<file path="src/rtl/ring_ctrl_pkg.sv">
// Shared types and encodings for the ring register command sequencer.
package ring_ctrl_pkg;

  typedef enum logic [1:0] {
    IDLE  = 2'b00,
    LOAD  = 2'b01,
    SHIFT = 2'b10,
    DONE  = 2'b11
  } state_t;

  // Ring register mode encoding
  localparam logic [1:0] MODE_HOLD  = 2'b00;
  localparam logic [1:0] MODE_LEFT  = 2'b01;
  localparam logic [1:0] MODE_RIGHT = 2'b10;
  localparam logic [1:0] MODE_LOAD  = 2'b11;

  // Command opcode encoding
  localparam logic [1:0] OP_NOP  = 2'b00;
  localparam logic [1:0] OP_ROTL = 2'b01;
  localparam logic [1:0] OP_ROTR = 2'b10;
  localparam logic [1:0] OP_LOAD = 2'b11;

  // Opposite rotate direction (only left/right are meaningful inputs)
  function automatic logic [1:0] reverse_dir(input logic [1:0] d);
    return (d == MODE_LEFT) ? MODE_RIGHT : MODE_LEFT;
  endfunction

endpackage

</file>
<file path="src/rtl/ring_step_calc.sv">
// Rotate amount normalisation: reduces amt modulo N into direction and step
// count. With RING_CTRL_SHORTPATH_EN defined, rotations longer than N/2 are
// replaced by the shorter rotation in the opposite direction.
module ring_step_calc
  import ring_ctrl_pkg::*;
#(
  parameter int unsigned N  = 69,
  parameter int unsigned CW = $clog2(N)
) (
  input  logic [1:0]    op,
  input  logic [CW-1:0] amt,
  output logic [1:0]    dir,
  output logic [CW-1:0] steps,
  output logic          zero
);

  localparam int unsigned EW = CW + 1;

  logic [EW-1:0] amt_x;
  logic [CW-1:0] eff;

  // One conditional subtract suffices since 2^CW < 2N
  always_comb begin
    amt_x = EW'(amt);
    eff   = (amt_x >= EW'(N)) ? CW'(amt_x - EW'(N)) : amt;
    dir   = (op == OP_ROTR) ? MODE_RIGHT : MODE_LEFT;
    steps = eff;
`ifdef RING_CTRL_SHORTPATH_EN
    if (EW'(eff) > EW'(N / 2)) begin
      dir   = reverse_dir(dir);
      steps = CW'(EW'(N) - EW'(eff));
    end
`endif
    zero  = (op == OP_NOP) || ((op != OP_LOAD) && (eff == '0));
  end

endmodule

</file>
<file path="src/rtl/ring_shift_ctrl.sv">
// Command sequencer for the N-bit ring register: turns one load/rotate
// command into a per-cycle mode sequence and pulses done on completion.
// Optional macro RING_CTRL_SHORTPATH_EN selects shortest-path rotation.
module ring_shift_ctrl
  import ring_ctrl_pkg::*;
#(
  parameter int unsigned N  = 69,
  parameter int unsigned CW = $clog2(N)
) (
  input  logic          clk,
  input  logic          rst,
  input  logic          cmd_valid,
  output logic          cmd_ready,
  input  logic [1:0]    cmd_op,
  input  logic [CW-1:0] cmd_amt,
  input  logic [N-1:0]  cmd_data,
  output logic [1:0]    reg_mode,
  output logic [N-1:0]  reg_data_in,
  output logic          busy,
  output logic          done
);

  state_t        state_q, state_d;
  logic [CW-1:0] cnt_q, cnt_d;
  logic [1:0]    dir_q, dir_d;
  logic [N-1:0]  data_d;
  logic [1:0]    mode_d;
  logic          busy_d, ready_d, done_d;

  logic [1:0]    calc_dir;
  logic [CW-1:0] calc_steps;
  logic          calc_zero;

  ring_step_calc #(
    .N  (N),
    .CW (CW)
  ) u_calc (
    .op    (cmd_op),
    .amt   (cmd_amt),
    .dir   (calc_dir),
    .steps (calc_steps),
    .zero  (calc_zero)
  );

  // Next-state, counter, latches, and Moore output decode of the next state
  always_comb begin
    state_d = state_q;
    cnt_d   = cnt_q;
    dir_d   = dir_q;
    data_d  = reg_data_in;
    mode_d  = MODE_HOLD;
    busy_d  = 1'b0;
    ready_d = 1'b0;
    done_d  = 1'b0;

    case (state_q)
      IDLE: begin
        if (cmd_valid && cmd_ready) begin
          if (cmd_op == OP_LOAD) begin
            data_d  = cmd_data;
            state_d = LOAD;
          end else if (calc_zero) begin
            state_d = DONE;
          end else begin
            dir_d   = calc_dir;
            cnt_d   = calc_steps;
            state_d = SHIFT;
          end
        end
      end
      LOAD: state_d = DONE;
      SHIFT: begin
        cnt_d = cnt_q - CW'(1);
        if (cnt_q == CW'(1)) begin
          state_d = DONE;
        end
      end
      DONE: state_d = IDLE;
      default: state_d = IDLE;
    endcase

    case (state_d)
      IDLE:  ready_d = 1'b1;
      LOAD:  begin mode_d = MODE_LOAD; busy_d = 1'b1; end
      SHIFT: begin mode_d = dir_d;     busy_d = 1'b1; end
      DONE:  begin done_d = 1'b1;      busy_d = 1'b1; end
      default: ready_d = 1'b1;
    endcase
  end

  // State, counter and output registers with synchronous reset
  always_ff @(posedge clk) begin
    if (rst) begin
      state_q     <= IDLE;
      cnt_q       <= '0;
      dir_q       <= MODE_HOLD;
      reg_data_in <= '0;
      reg_mode    <= MODE_HOLD;
      busy        <= 1'b0;
      done        <= 1'b0;
      cmd_ready   <= 1'b1;
    end else begin
      state_q     <= state_d;
      cnt_q       <= cnt_d;
      dir_q       <= dir_d;
      reg_data_in <= data_d;
      reg_mode    <= mode_d;
      busy        <= busy_d;
      done        <= done_d;
      cmd_ready   <= ready_d;
    end
  end

endmodule

</file>
<file path="config.mk">
export PLATFORM = sky130hd
export DESIGN_NAME = ring_shift_ctrl
export DESIGN_NICKNAME = d
export VERILOG_FILES = /design/src/rtl/ring_ctrl_pkg.sv /design/src/rtl/ring_step_calc.sv /design/src/rtl/ring_shift_ctrl.sv
export SDC_FILE = /design/constraint.sdc
export NUM_CORES = 1
export LEC_CHECK = 0
export CORE_ASPECT_RATIO = 0.9
export CORE_MARGIN = 2
export CORE_UTILIZATION = 24
export CTS_CLUSTER_DIAMETER = 30
export DETAILED_ROUTE_END_ITERATION = 12
export GPL_TIMING_DRIVEN = 0
export PLACE_DENSITY = 0.48
export SLEW_MARGIN = 20
export SYNTH_ARGS = -nofsm -noshare
export SYNTH_HDL_FRONTEND = slang
export SYNTH_SLANG_ARGS = --single-unit
</file>
<file path="constraint.sdc">
create_clock -name clk -period 3.5 [get_ports clk]
set_input_delay 0.7 -clock clk [delete_from_list [all_inputs] [get_ports clk]]
set_output_delay 0.7 -clock clk [all_outputs]
set_load 0.02 [all_outputs]
</file>
==> impl_metrics.env <==
export IMPL_clk_transition_reported_paths_ps=60
export IMPL_drt_wl_total_um=11800
export IMPL_num_vias=3852
export IMPL_fill_cells=1574
export IMPL_critPathCaptureType="register"
export IMPL_clockPowerShare=0.332
export IMPL_die_w_um=135
export IMPL_cp_max_fo=8
export IMPL_skew_ps=7.17
export IMPL_worst_r2r_setup_slack_ps=660
export IMPL_p_comb_frac=0.321
export IMPL_nNetsFinal=736
export IMPL_start_util=0.244
export IMPL_min_path_type="reg -> reg"
export IMPL_core_um2=15300
export IMPL_numCtsBuffers=9
export IMPL_die_area_um2=16500
export IMPL_yosysUniqueCellTypes=44
export IMPL_track_usage=0.144
export IMPL_drt_iter0_markers=148
export IMPL_antenna_cells=0
export IMPL_cp_cell_sequence="clkdlybuf4s50_1 > or3_4 > a211oi_1 > nor3_1 > o41ai_2 > a31oi_2 > ha_1 > nor2_1 > nand2_1 > o21ai_0"
export IMPL_drc=0
export IMPL_status="completed"
export IMPL_pre_cts_ws_ps=-605
export IMPL_clockRootBuffer="clkbuf_16"
export IMPL_grt_overflow_total=0
export IMPL_multiInputGateArea_um2=1890
export IMPL_die_y_um=122
export IMPL_grt_max_degree=15
export IMPL_antenna_found_initial=0
export IMPL_timing_fmax_mhz=306
export IMPL_syn_nets=573
export IMPL_place_congestion=0.849
export IMPL_grt_pass1_wl_um=18300
export IMPL_crit_path_end="reg_mode[1]"
export IMPL_dp_hpwl_um=8800
export IMPL_syn_inst=480
export IMPL_max_stage_delay_ps=550
export IMPL_clkSinkCount=85
export IMPL_numPortBuffers=152
export IMPL_synthFlopType="dfxtp_1"
export IMPL_critPathLaunchType="input port"
export IMPL_drive_gt1_frac=0.0448
export IMPL_fin_ws_ps=236
export IMPL_wire_per_inst_um=13.9
export IMPL_cts_tree="built"
export IMPL_setup_violations=0
export IMPL_sequentialPowerShare=0.347
export IMPL_async_flop_share=0
export IMPL_switching_power_mw=1.09
export IMPL_setup_tns_ps=0
export IMPL_synth_edff_count=0
export IMPL_register_area_um2=1700
export IMPL_detail_route_first_pass_iterations=4
export IMPL_netlist_area_um2=3720
export IMPL_yosysSeqAreaShare=0.457
export IMPL_whs_ps=452
export IMPL_syn_area_per_cell_um2=7.75
export IMPL_p_sw_frac=0.328
export IMPL_maxCapViolCount=0
export IMPL_io_pins=155
export IMPL_rr_endpoint="reg_data_in[63]"
export IMPL_slew_headroom=0.553
export IMPL_p_leak_nw=2.00
export IMPL_power_density_nw_per_um2=566
export IMPL_via_per_inst=4.53
export IMPL_finalCriticalPeriod_ps=3260
export IMPL_final_period_utilization=0.933
export IMPL_insertion_delay_ps=340
export IMPL_r2r_start="state_q[0]"
export IMPL_cp_arrival_ps=3520
export IMPL_p_int_mw=2.23
export IMPL_num_rows=43
export IMPL_syn2layout_area_growth_pct=57.3
export IMPL_cts_path_max_buffers=2
export IMPL_yosysWarnings=0
export IMPL_crit_start="cmd_amt[4]"
export IMPL_fin_util=0.383
export IMPL_tightest_slew_ps=668
export IMPL_synth_seq_cells=85
export IMPL_htreeDepth=3
export IMPL_rsz0062_at_grt="false"
export IMPL_grt_pass1_vias=3653
export IMPL_critical_path_slowest_cell="clkdlybuf4s50_1"
export IMPL_worstSetupPathType="in -> reg"
export IMPL_required_ps=3760
export IMPL_ant_nets=0
export IMPL_drv_slew=0
export IMPL_r2r_cells=9
export IMPL_hold_violations=0
export IMPL_irDropWorstVdd_mv=0.256
## cells in the final DEF (no fill, tap or decap), types with 2 or more instances in the layout
cell type and instances:
or2_2 3, xnor2_1 2, and3_1 2, clkdlybuf4s50_1 150
nor3_1 7, nand3_1 4, clkbuf_16 9, o211ai_1 3
nand2b_1 7, nand2_1 154, clkbuf_1 28, o21a_1 2
nor2b_1 2, a311oi_1 3, ha_1 12, mux2i_1 2
o21ai_0 17, o31ai_1 7, inv_1 12, a21oi_1 76
bufinv_16 3, a31oi_1 6, or3_1 5, nor2_1 18
buf_1 2, dfxtp_1 85, nand3b_1 2
## what timing repair did
action                     CTS  global route
pin swaps                    0             0
gates resized for setup      5             2
gates cloned                 0             0
setup endpoints to repair    4             2
hold buffers                 0             0
setup buffers                0             0
## per-stage QoR
| step | cells | power, mW | cell area [µm²] |
|---|---|---|---|
| after floorplan | 480 | 1.80 | 3720 |
| after global placement | 834 | 2.22 | 5500 |
| after detailed placement | 834 | 2.23 | 5500 |
| after CTS | 850 | 3.37 | 5860 |
| after global routing | 850 | 3.53 | 5860 |
| final | 850 | 3.32 | 5860 |
## power groups by stage
stage | Sequential (mW) | Clock (mW) | Combinational (mW)
6_report | 1.15 | 1.10 | 1.07
5_1_grt | 1.17 | 1.17 | 1.19
4_1_cts | 1.15 | 1.15 | 1.07
3_5_place_dp | 1.17 | 0 | 1.06
3_3_place_gp | 1.17 | 0 | 1.05
2_1_floorplan | 1.25 | 0 | 0.551
## state kept, by name, indices dropped and copies added, names as in the netlist
signal and count:
busy 1, cmd_ready 1, cnt_q 7, dir_q 2, done 1, reg_data_in 69
reg_mode 2, state_q 2
## cells in the mapped netlist, drive strengths merged, types with 3 or more instances
cell,n,area share
dfxtp,85,0.46
nand3,4,0.0054
o21ai,17,0.023
inv,12,0.012
a21oi,76,0.10
ha,12,0.040
o31ai,7,0.014
or3,6,0.011
nand2,154,0.16
a31oi,7,0.012
o211ai,3,0.0060
nand2b,8,0.015
a311oi,3,0.0071
nor3,7,0.0094
or2,3,0.0050
clkbuf,26,0.026
nor2,18,0.018
buf,3,0.0050
## critical path, delay by kind of cell
kind | cells | cell delay, ps
simple gates | 4 | 800
fa+ha+maj | 1 | 330
compound gates | 4 | 1150
buf+inv | 1 | 550
## routing by layer
layer	share of wire	global-route usage	up-vias
li1	-	-	1939
met1	0.44	0.174	1759
met2	0.44	0.225	141
met3	0.098	0.0653	13
met4	0.017	0.0508	0
met5	0	0	-
## how the worst min path moves through the flow
stage	from	endpoint	slack (ps)	cells past startpoint
floorplan	cnt_q[5]	cnt_q[5]	470	2
global placement	reg_data_in[13]	reg_data_in[13]	440	2
detailed placement	reg_data_in[43]	reg_data_in[43]	450	2
CTS	reg_data_in[43]	reg_data_in[43]	460	2
global route	reg_data_in[43]	reg_data_in[43]	470	2
finish	reg_data_in[11]	reg_data_in[11]	450	2
## logic make-up after synthesis
group           share of synthesized area
fa+ha+maj                          0.0403
compound gates                      0.208
flops                               0.457
simple gates                        0.241
mux                               0.00538
xor+xnor                          0.00471
buf+inv                            0.0434
## area by class of cell
type                            instances  share of cell area
Inverter                               12             0.00769
Multi-Input combinational cell        354               0.322
Sequential cell                        85               0.291
Buffer                                 29              0.0199
Clock buffer                           11              0.0397
Clock inverter                          5              0.0184
Tap cell                              202              0.0432
Timing Repair Buffer                  152               0.259
No activity file was read; power rests on OpenSTA's default activity.
